### src/rtl/mdu_pkg.sv
// Shared definitions for the multiply/divide unit family (divider today, multiplier later).
package mdu_pkg;

    typedef enum logic [1:0] {
        IDLE = 2'd0,
        BUSY = 2'd1,
        DONE = 2'd2
    } div_state_t;

    localparam int          DIV_ITERS      = 32;
    localparam logic [31:0] DIV_BY_ZERO_LO = 32'hFFFF_FFFF;

    // Two's-complement negate when en is set, pass-through otherwise.
    function automatic logic [31:0] negate32(input logic [31:0] v, input logic en);
        return en ? (~v + 32'd1) : v;
    endfunction

endpackage

### src/rtl/hilo_div_unit.sv
// Iterative restoring divider for DIV/DIVU: one quotient bit per cycle,
// result delivered as {HI = remainder, LO = quotient} with a one-cycle done pulse.
module hilo_div_unit
    import mdu_pkg::*;
#(
    parameter int ITERS = DIV_ITERS
) (
    input  logic        clk,
    input  logic        rst,
    input  logic        start,
    input  logic        signed_op,
    input  logic [31:0] a,
    input  logic [31:0] b,
    input  logic        flush,
    output logic        stall,
    output logic        done,
    output logic [63:0] hilo
);

    div_state_t  stateR;
    div_state_t  nextStateS;
    logic [4:0]  cntR;
    logic [32:0] remR;
    logic [31:0] dvdR;
    logic [31:0] divR;
    logic        signAR;
    logic        signBR;
    logic        signedR;
    logic [63:0] hiloR;

    logic        captureS;
    logic        stepS;
    logic        lastStepS;
    logic [33:0] remShiftS;
    logic [33:0] remDiffS;
    logic        qBitS;
    logic [32:0] remNextS;
    logic [31:0] quotNextS;
    logic [31:0] hiS;
    logic [31:0] loS;

    // State register.
    always_ff @(posedge clk or posedge rst) begin
        if (rst) begin
            stateR <= IDLE;
        end else begin
            stateR <= nextStateS;
        end
    end

    // Next-state decode; flush overrides everything and freezes the datapath.
    always_comb begin
        nextStateS = stateR;
        captureS   = 1'b0;
        stepS      = 1'b0;
        lastStepS  = 1'b0;
        if (flush) begin
            nextStateS = IDLE;
        end else begin
            case (stateR)
                IDLE: begin
                    if (start) begin
                        captureS   = 1'b1;
                        nextStateS = BUSY;
                    end else begin
                        nextStateS = IDLE;
                    end
                end
                BUSY: begin
                    stepS = 1'b1;
                    if (cntR == 5'd0) begin
                        lastStepS  = 1'b1;
                        nextStateS = DONE;
                    end else begin
                        nextStateS = BUSY;
                    end
                end
                DONE: begin
                    // start is still the same instruction here, so it is ignored
                    nextStateS = IDLE;
                end
                default: begin
                    nextStateS = IDLE;
                end
            endcase
        end
    end

    // One restoring step; the borrow out of the wide subtract decides the quotient bit.
    always_comb begin
        remShiftS = {remR, dvdR[31]};
        remDiffS  = remShiftS - {2'b00, divR};
        qBitS     = ~remDiffS[33];
        if (qBitS) begin
            remNextS = remDiffS[32:0];
        end else begin
            remNextS = remShiftS[32:0];
        end
        quotNextS = {dvdR[30:0], qBitS};
    end

    // Sign fix-up of the final step; a zero divisor forces the all-ones quotient.
    always_comb begin
        hiS = negate32(remNextS[31:0], signedR & signAR);
        if (divR == 32'd0) begin
            loS = DIV_BY_ZERO_LO;
        end else begin
            loS = negate32(quotNextS, signedR & (signAR ^ signBR));
        end
    end

    // Operand capture and shift/subtract datapath.
    always_ff @(posedge clk or posedge rst) begin
        if (rst) begin
            cntR    <= 5'd0;
            remR    <= 33'd0;
            dvdR    <= 32'd0;
            divR    <= 32'd0;
            signAR  <= 1'b0;
            signBR  <= 1'b0;
            signedR <= 1'b0;
        end else if (captureS) begin
            cntR    <= 5'(ITERS - 1);
            remR    <= 33'd0;
            dvdR    <= negate32(a, signed_op & a[31]);
            divR    <= negate32(b, signed_op & b[31]);
            signAR  <= a[31];
            signBR  <= b[31];
            signedR <= signed_op;
        end else if (stepS) begin
            remR <= remNextS;
            dvdR <= quotNextS;
            if (cntR != 5'd0) begin
                cntR <= cntR - 5'd1;
            end else begin
                cntR <= cntR;
            end
        end
    end

    // Result register, loaded on the last step so it is valid throughout DONE.
    always_ff @(posedge clk or posedge rst) begin
        if (rst) begin
            hiloR <= 64'd0;
        end else if (lastStepS) begin
            hiloR <= {hiS, loS};
        end
    end

    assign stall = ((stateR == IDLE) & start & ~flush) | (stateR == BUSY);
    assign done  = (stateR == DONE) & ~flush;
    assign hilo  = hiloR;

endmodule
### config.mk
export PLATFORM = sky130hd
export DESIGN_NAME = hilo_div_unit
export DESIGN_NICKNAME = d
export VERILOG_FILES = /design/src/rtl/mdu_pkg.sv /design/src/rtl/hilo_div_unit.sv
export SDC_FILE = /design/constraint.sdc
export NUM_CORES = 1
export LEC_CHECK = 0
export ABC_CLOCK_PERIOD_IN_PS = 7700
export CAP_MARGIN = 20
export CELL_PAD_IN_SITES_DETAIL_PLACEMENT = 1
export CELL_PAD_IN_SITES_GLOBAL_PLACEMENT = 1
export CORE_MARGIN = 4
export CORE_UTILIZATION = 35
export CTS_BUF_LIST = sky130_fd_sc_hd__clkbuf_4 sky130_fd_sc_hd__clkbuf_8
export CTS_CLUSTER_DIAMETER = 120
export DETAILED_ROUTE_END_ITERATION = 10
export PLACE_DENSITY_LB_ADDON = 0.08
export RECOVER_POWER = 25
export SYNTH_ARGS = -nofsm -noshare
export SYNTH_HDL_FRONTEND = slang
export SYNTH_SLANG_ARGS = --single-unit
### constraint.sdc
create_clock -name clk -period 7.7 [get_ports clk]
set_input_delay 1.54 -clock clk [delete_from_list [all_inputs] [get_ports clk]]
set_output_delay 1.54 -clock clk [all_outputs]
set_load 0.01 [all_outputs]
* After elaboration in Yosys (flattened, before gate mapping) *
Cells that the tools add are included.
Widths: inputs -> output; s select.

storage, ports and cells
  output and inout port bits = 66
  register bits = 171
  logic and storage cells = 64

operators by class
  add/subtract/negate cells = 6
  equality and inequality tests = 2
  bitwise operators = 15
  reduce and logical (&&, ||, !) cells = 7
  mux-type cells = 25

operators by type and width
  cell                   count
  $mux 32                7
  $add 32x1->32 const B  4
  $not 32->32            4
  $mux 33                3
  $sub 34x32->34         1
  $logic_not 32->1       1
  $mux 5                 3
  $mux 1                 9
  $and 1x1->1            7
  $logic_not 5->1        1
  $reduce_bool 5->1      1
  $sub 5x1->5 const B    1
  $mux 2                 2
  $pmux 2 s2             1
  $reduce_bool 2->1      2
  $eq 2x1->1 const B     1
  $eq 2x2->1 const B     1
  $logic_not 2->1        1
  $not 1->1              2
  $reduce_and 2->1       1
  $or 1x1->1             1
  $xor 1x1->1            1

* Logic depth before layout (Yosys ltp) *
  depth after elaboration = 6
  gate-level depth with buffers = 23

* Least setup slack after synthesis *
Ideal clock, no wire load.

  path kind = register -> register
  start point = reg remR[4]
  end point = reg hiloR[56], in the netlist hilo[56]
  stages on the path, launching flop included = 21
  clock period less this slack = 5.057 ns
  slack = 2.643 ns
  buffers on the path = 4
  arrival = 4.988 ns
  path through = dfrtp_1 > ha_1 > buf_6 > o21a_1 > o21ai_1 > a21oi_1 > o211a_1 > or3_4 > and3_1 > buf_6 > clkinv_1 > clkbuf_1 > buf_1 > mux2i_1 > ha_1 > nand3b_1 > nor3_1 > mux2i_1 > or4b_4 > or4_1 > nand3_1

between the ends
  word-level cells in the longest chain between the ends = 5

RTL lines
  item                    line                  source
  start, declared         hilo_div_unit.sv:23   logic [32:0] remR;
  start signal, assigned  hilo_div_unit.sv:131  remR <= remNextS;
  $sub 34x32->34          hilo_div_unit.sv:92   remDiffS = remShiftS - {2'b00, divR};
  $mux 33 (*)             hilo_div_unit.sv:94   if (qBitS) begin
  $not 32->32             mdu_pkg.sv:15         return en ? (~v + 32'd1) : v;
  $add 32x1->32           mdu_pkg.sv:15
  $mux 32 (*)             mdu_pkg.sv:15
  end signal, assigned    hilo_div_unit.sv:146  hiloR <= {hiS, loS};
  end, declared           hilo_div_unit.sv:29   logic [63:0] hiloR;

Every way passes the cells marked *; elsewhere a longest branch is shown, timed or not.
A chain may end at the register's enable or synchronous reset.

* Worst setup path in the final report *
  start point = reg remR[27]
  end point = reg hiloR[60], in the netlist hilo[60]

Same word-level chain as after synthesis.

==> metrics.md <==
| Metric | Value |
|---|---|
| Status | finished, violations left |
| Failing checks | max-capacitance violations, max-slew violations |
| Core ar. | 33400 um2 |
| Ys flop type | dfrtp_1 |
| Die Ht | 192 um |
| Routed vias | 10900 |
| Cells after Synth | 1450 |
| Hold path depth | 2 |
| CP Class | register to register |
| Largest net degree at the start of global routing | 101 |
| Min-delay src | hilo[49] |
| YS warnings | 0 |
| Metal2 WL | 16.2 mm |
| Fmax | 185 MHz |
| RR Startpoint | remR[27] |
| Detail Route Antenna Nets | 0 |
| Worst Hold Class | register to register |
| Vias in the first global route | 11000 |
| Die Area | 36800 um2 |
| Crit-path max FO | 42 |
| First drt pass iteration count | 5 |
| Min Tclk post-route | 5.42 ns |
| Top-count cell post-synth | nand2_1 |
| Power per cell area | 188 nW/um2 |
| Hold EP | hilo[49] |
| Peak VDD IR | 0.105 mV |
| Relative slew slack | -1.43 |
| GRT Overall Usage | 0.211 |
| Final wirelength | 38.5 mm |
| Nets | 1651 |
| CP startpoint kind | register |
| Critical R2R Capture | hilo[60] |
| RSZ-0062 raised after global routing | no |
| IO Count | 135 |
| Top delay family on crit path | compound AO/OA/AOI/OAI gates |
| Synth async-reset ratio | 1.00 |
| Syn avg cell area | 8.15 um2 |
| Critical Path End Type | register |
| M1 WL | 20.5 mm |
| Initial drt markers | 624 |
| R2R Setup Slk | 2.28 ns |
| Synth top area share | 0.362 |
| Crit path DAT | 5.82 ns |
| Final hold violations | 0 |
| Syn nets | 1557 |
| Clock Path Buffers | 2 |
| Post-CTS setup buffers | 0 |
| Routed length on met3 | 1.49 mm |
| CP max stage cell | a211oi_1 |
| CTS hold repair buffers | 0 |
| Clk_lat worst skew | 0.49 ns |
| Path depth of the worst reg2reg path | 19 |
| Synth cell count leaders | nand2_1, o21ai_0, dfrtp_1 |
| Yosys reg bits | 171 |
| Site row count | 67 |
| Final setup violation count | 0 |
| CP Buf/Inv Count | 2 |
| Cell accounting for the most synthesized area | dfrtp_1 |
| Crit-path max cell delay | 0.64 ns |
| Leak pwr | 0.00581 uW |
| CTS tree | yes |
| Avg Vias per Cell | 5.44 |
| Number of buffers created by CTS | 17 |
| Die Width | 192 um |
| Clk root buf | clkbuf_8 |
| H-tree depth | 4 |
| Mapped cell area | 11800 um2 |
| Hold slack final | 0.484 ns |
| DR WL/cell | 19.2 um |
| Final Non-Filler Cells | 2004 |
| Post-synth EDFFs | 0 |
| Synth unique cells | 70 |
| GRT overflow | 0 |
| Initial core utilization | 0.353 |
| Clock Sinks | 171 |
| Register area share after synthesis | 0.362 |
| Max cap viols | 1 |
| IO buf count | 134 |
| Dpl cells | 1973 |
| DRC violations left | 0 |
| Area Growth Syn to Fin | 17.9% |
| Top cells by area, synth | dfrtp_1, o21ai_0, nand2_1, xnor2_1, xor2_1 |
| Layout cell share with drive strength beyond 1 | 0.0463 |
| Top layer in use | met4 |
| CP most frequent cell | o21ai_0 |
| Fin crit share | 0.703 |
| Antenna violations before repair | 0 |
| Pins Over Slew Limit | 77 |
| Global-route wire length before repair | 62.1 mm |
| Cell Chain, Critical Path | ha_1 > a21oi_2 > o21ai_0 > a211oi_1 > o21ai_0 > or3_4 > and3_2 > clkinv_1 > buf_4 > nor2_1 > a21oi_1 > ha_1 > nand3_1 > nor3_1 > mux2i_1 > a211oi_1 > a41oi_1 > xor2_1 > o21ai_0 |
| RePlAce Congestion | 0.892 |
| Slew @ Worst Pin | 3.62 ns |
| Worst Clk Skew | 0.0247 ns |
| # resized after CTS | 0 |
| CTS clk-pin slew, worst paths | 0.11 ns |
| TNS Setup | 0 ns |
| Worst EP required | 8.11 ns |
| # diodes | 0 |
| DP HPWL | 29.3 mm |
## sequential cells by signal (all words and copies together), names as in the netlist, 2 cells and up
signal	count
stateR	2
cntR	5
remR	33
divR	32
dvdR	32
hilo	64
## logic make-up after synthesis
logic type / count (synthesis) / synth area share
AND/OR/NAND/NOR: 486 / 0.192
AO/OA/AOI/OAI: 453 / 0.231
flip-flops: 171 / 0.362
XOR/XNOR: 144 / 0.107
buffers and inverters: 131 / 0.0439
adder cells (fa/ha/maj): 38 / 0.0409
multiplexers: 27 / 0.0237
## cell type report
class	count	area [um2]
inverters	60	226
fillers	4000	19500
clock buffers	20	269
well taps	448	561
clock inverters	11	113
repair buffers	146	1430
multi-input cells	1148	7050
flip-flops and latches	171	4280
## cell usage in the layout (no fill, tap or decap), types with 20 or more instances in the layout
cell type and instances:
inv_1 57, a21oi_1 109, nand2_1 201, nor2_1 108, xnor2_1 78, xor2_1 66
o31ai_1 20, a31oi_1 27, mux2i_1 22, nor3_1 39, o21ai_0 173, clkdlybuf4s50_1 131
ha_1 37, dfrtp_1 171, a22oi_1 33
## worst register-to-register path: stages, from the launching register on
cell and delay, ns:
dfrtp_1 0.45, ha_1 0.43, a21oi_2 0.25, o21ai_0 0.13, a211oi_1 0.40, o21ai_0 0.14
or3_4 0.37, and3_2 0.23, clkinv_1 0.12, buf_4 0.44, nor2_1 0.09, a21oi_1 0.24
ha_1 0.30, nand3_1 0.16, nor3_1 0.19, mux2i_1 0.15, a211oi_1 0.64, a41oi_1 0.25
xor2_1 0.19, o21ai_0 0.17
## power breakdown
group | internal [uW] | switching [uW]
Sequential | 988 | 113
Clock | 280 | 379
Combinational | 340 | 524
## stage by stage
step                setup WS, ns  instance area, um2  total power [uW]  utilization
finish                      2.28               13900              2620        0.417
CTS                         2.30               13900              2650        0.417
global placement            2.53               13600              1970        0.405
global route                1.77               13900              2810        0.417
detailed placement          2.34               13600              1980        0.405
floorplan                   1.53               11800              1690            -
## per-layer routing
layer,vias to the layer above,GRT usage
met4,0,0.0373
met3,22,0.0258
met2,206,0.309
met5,-,0
li1,5357,-
met1,5307,0.335
## how the worst max path moves through the flow
stage,slack [ns],start,cells after the start,end
after floorplan,1.53,rst,1,cntR[0]
after global placement,2.53,remR[27],18,hilo[56]
after detailed placement,2.34,remR[27],19,hilo[60]
after CTS,2.30,remR[27],19,hilo[60]
after global routing,1.77,remR[27],19,hilo[60]
final,2.28,remR[27],19,hilo[60]
(Power assumes the default switching activity.)
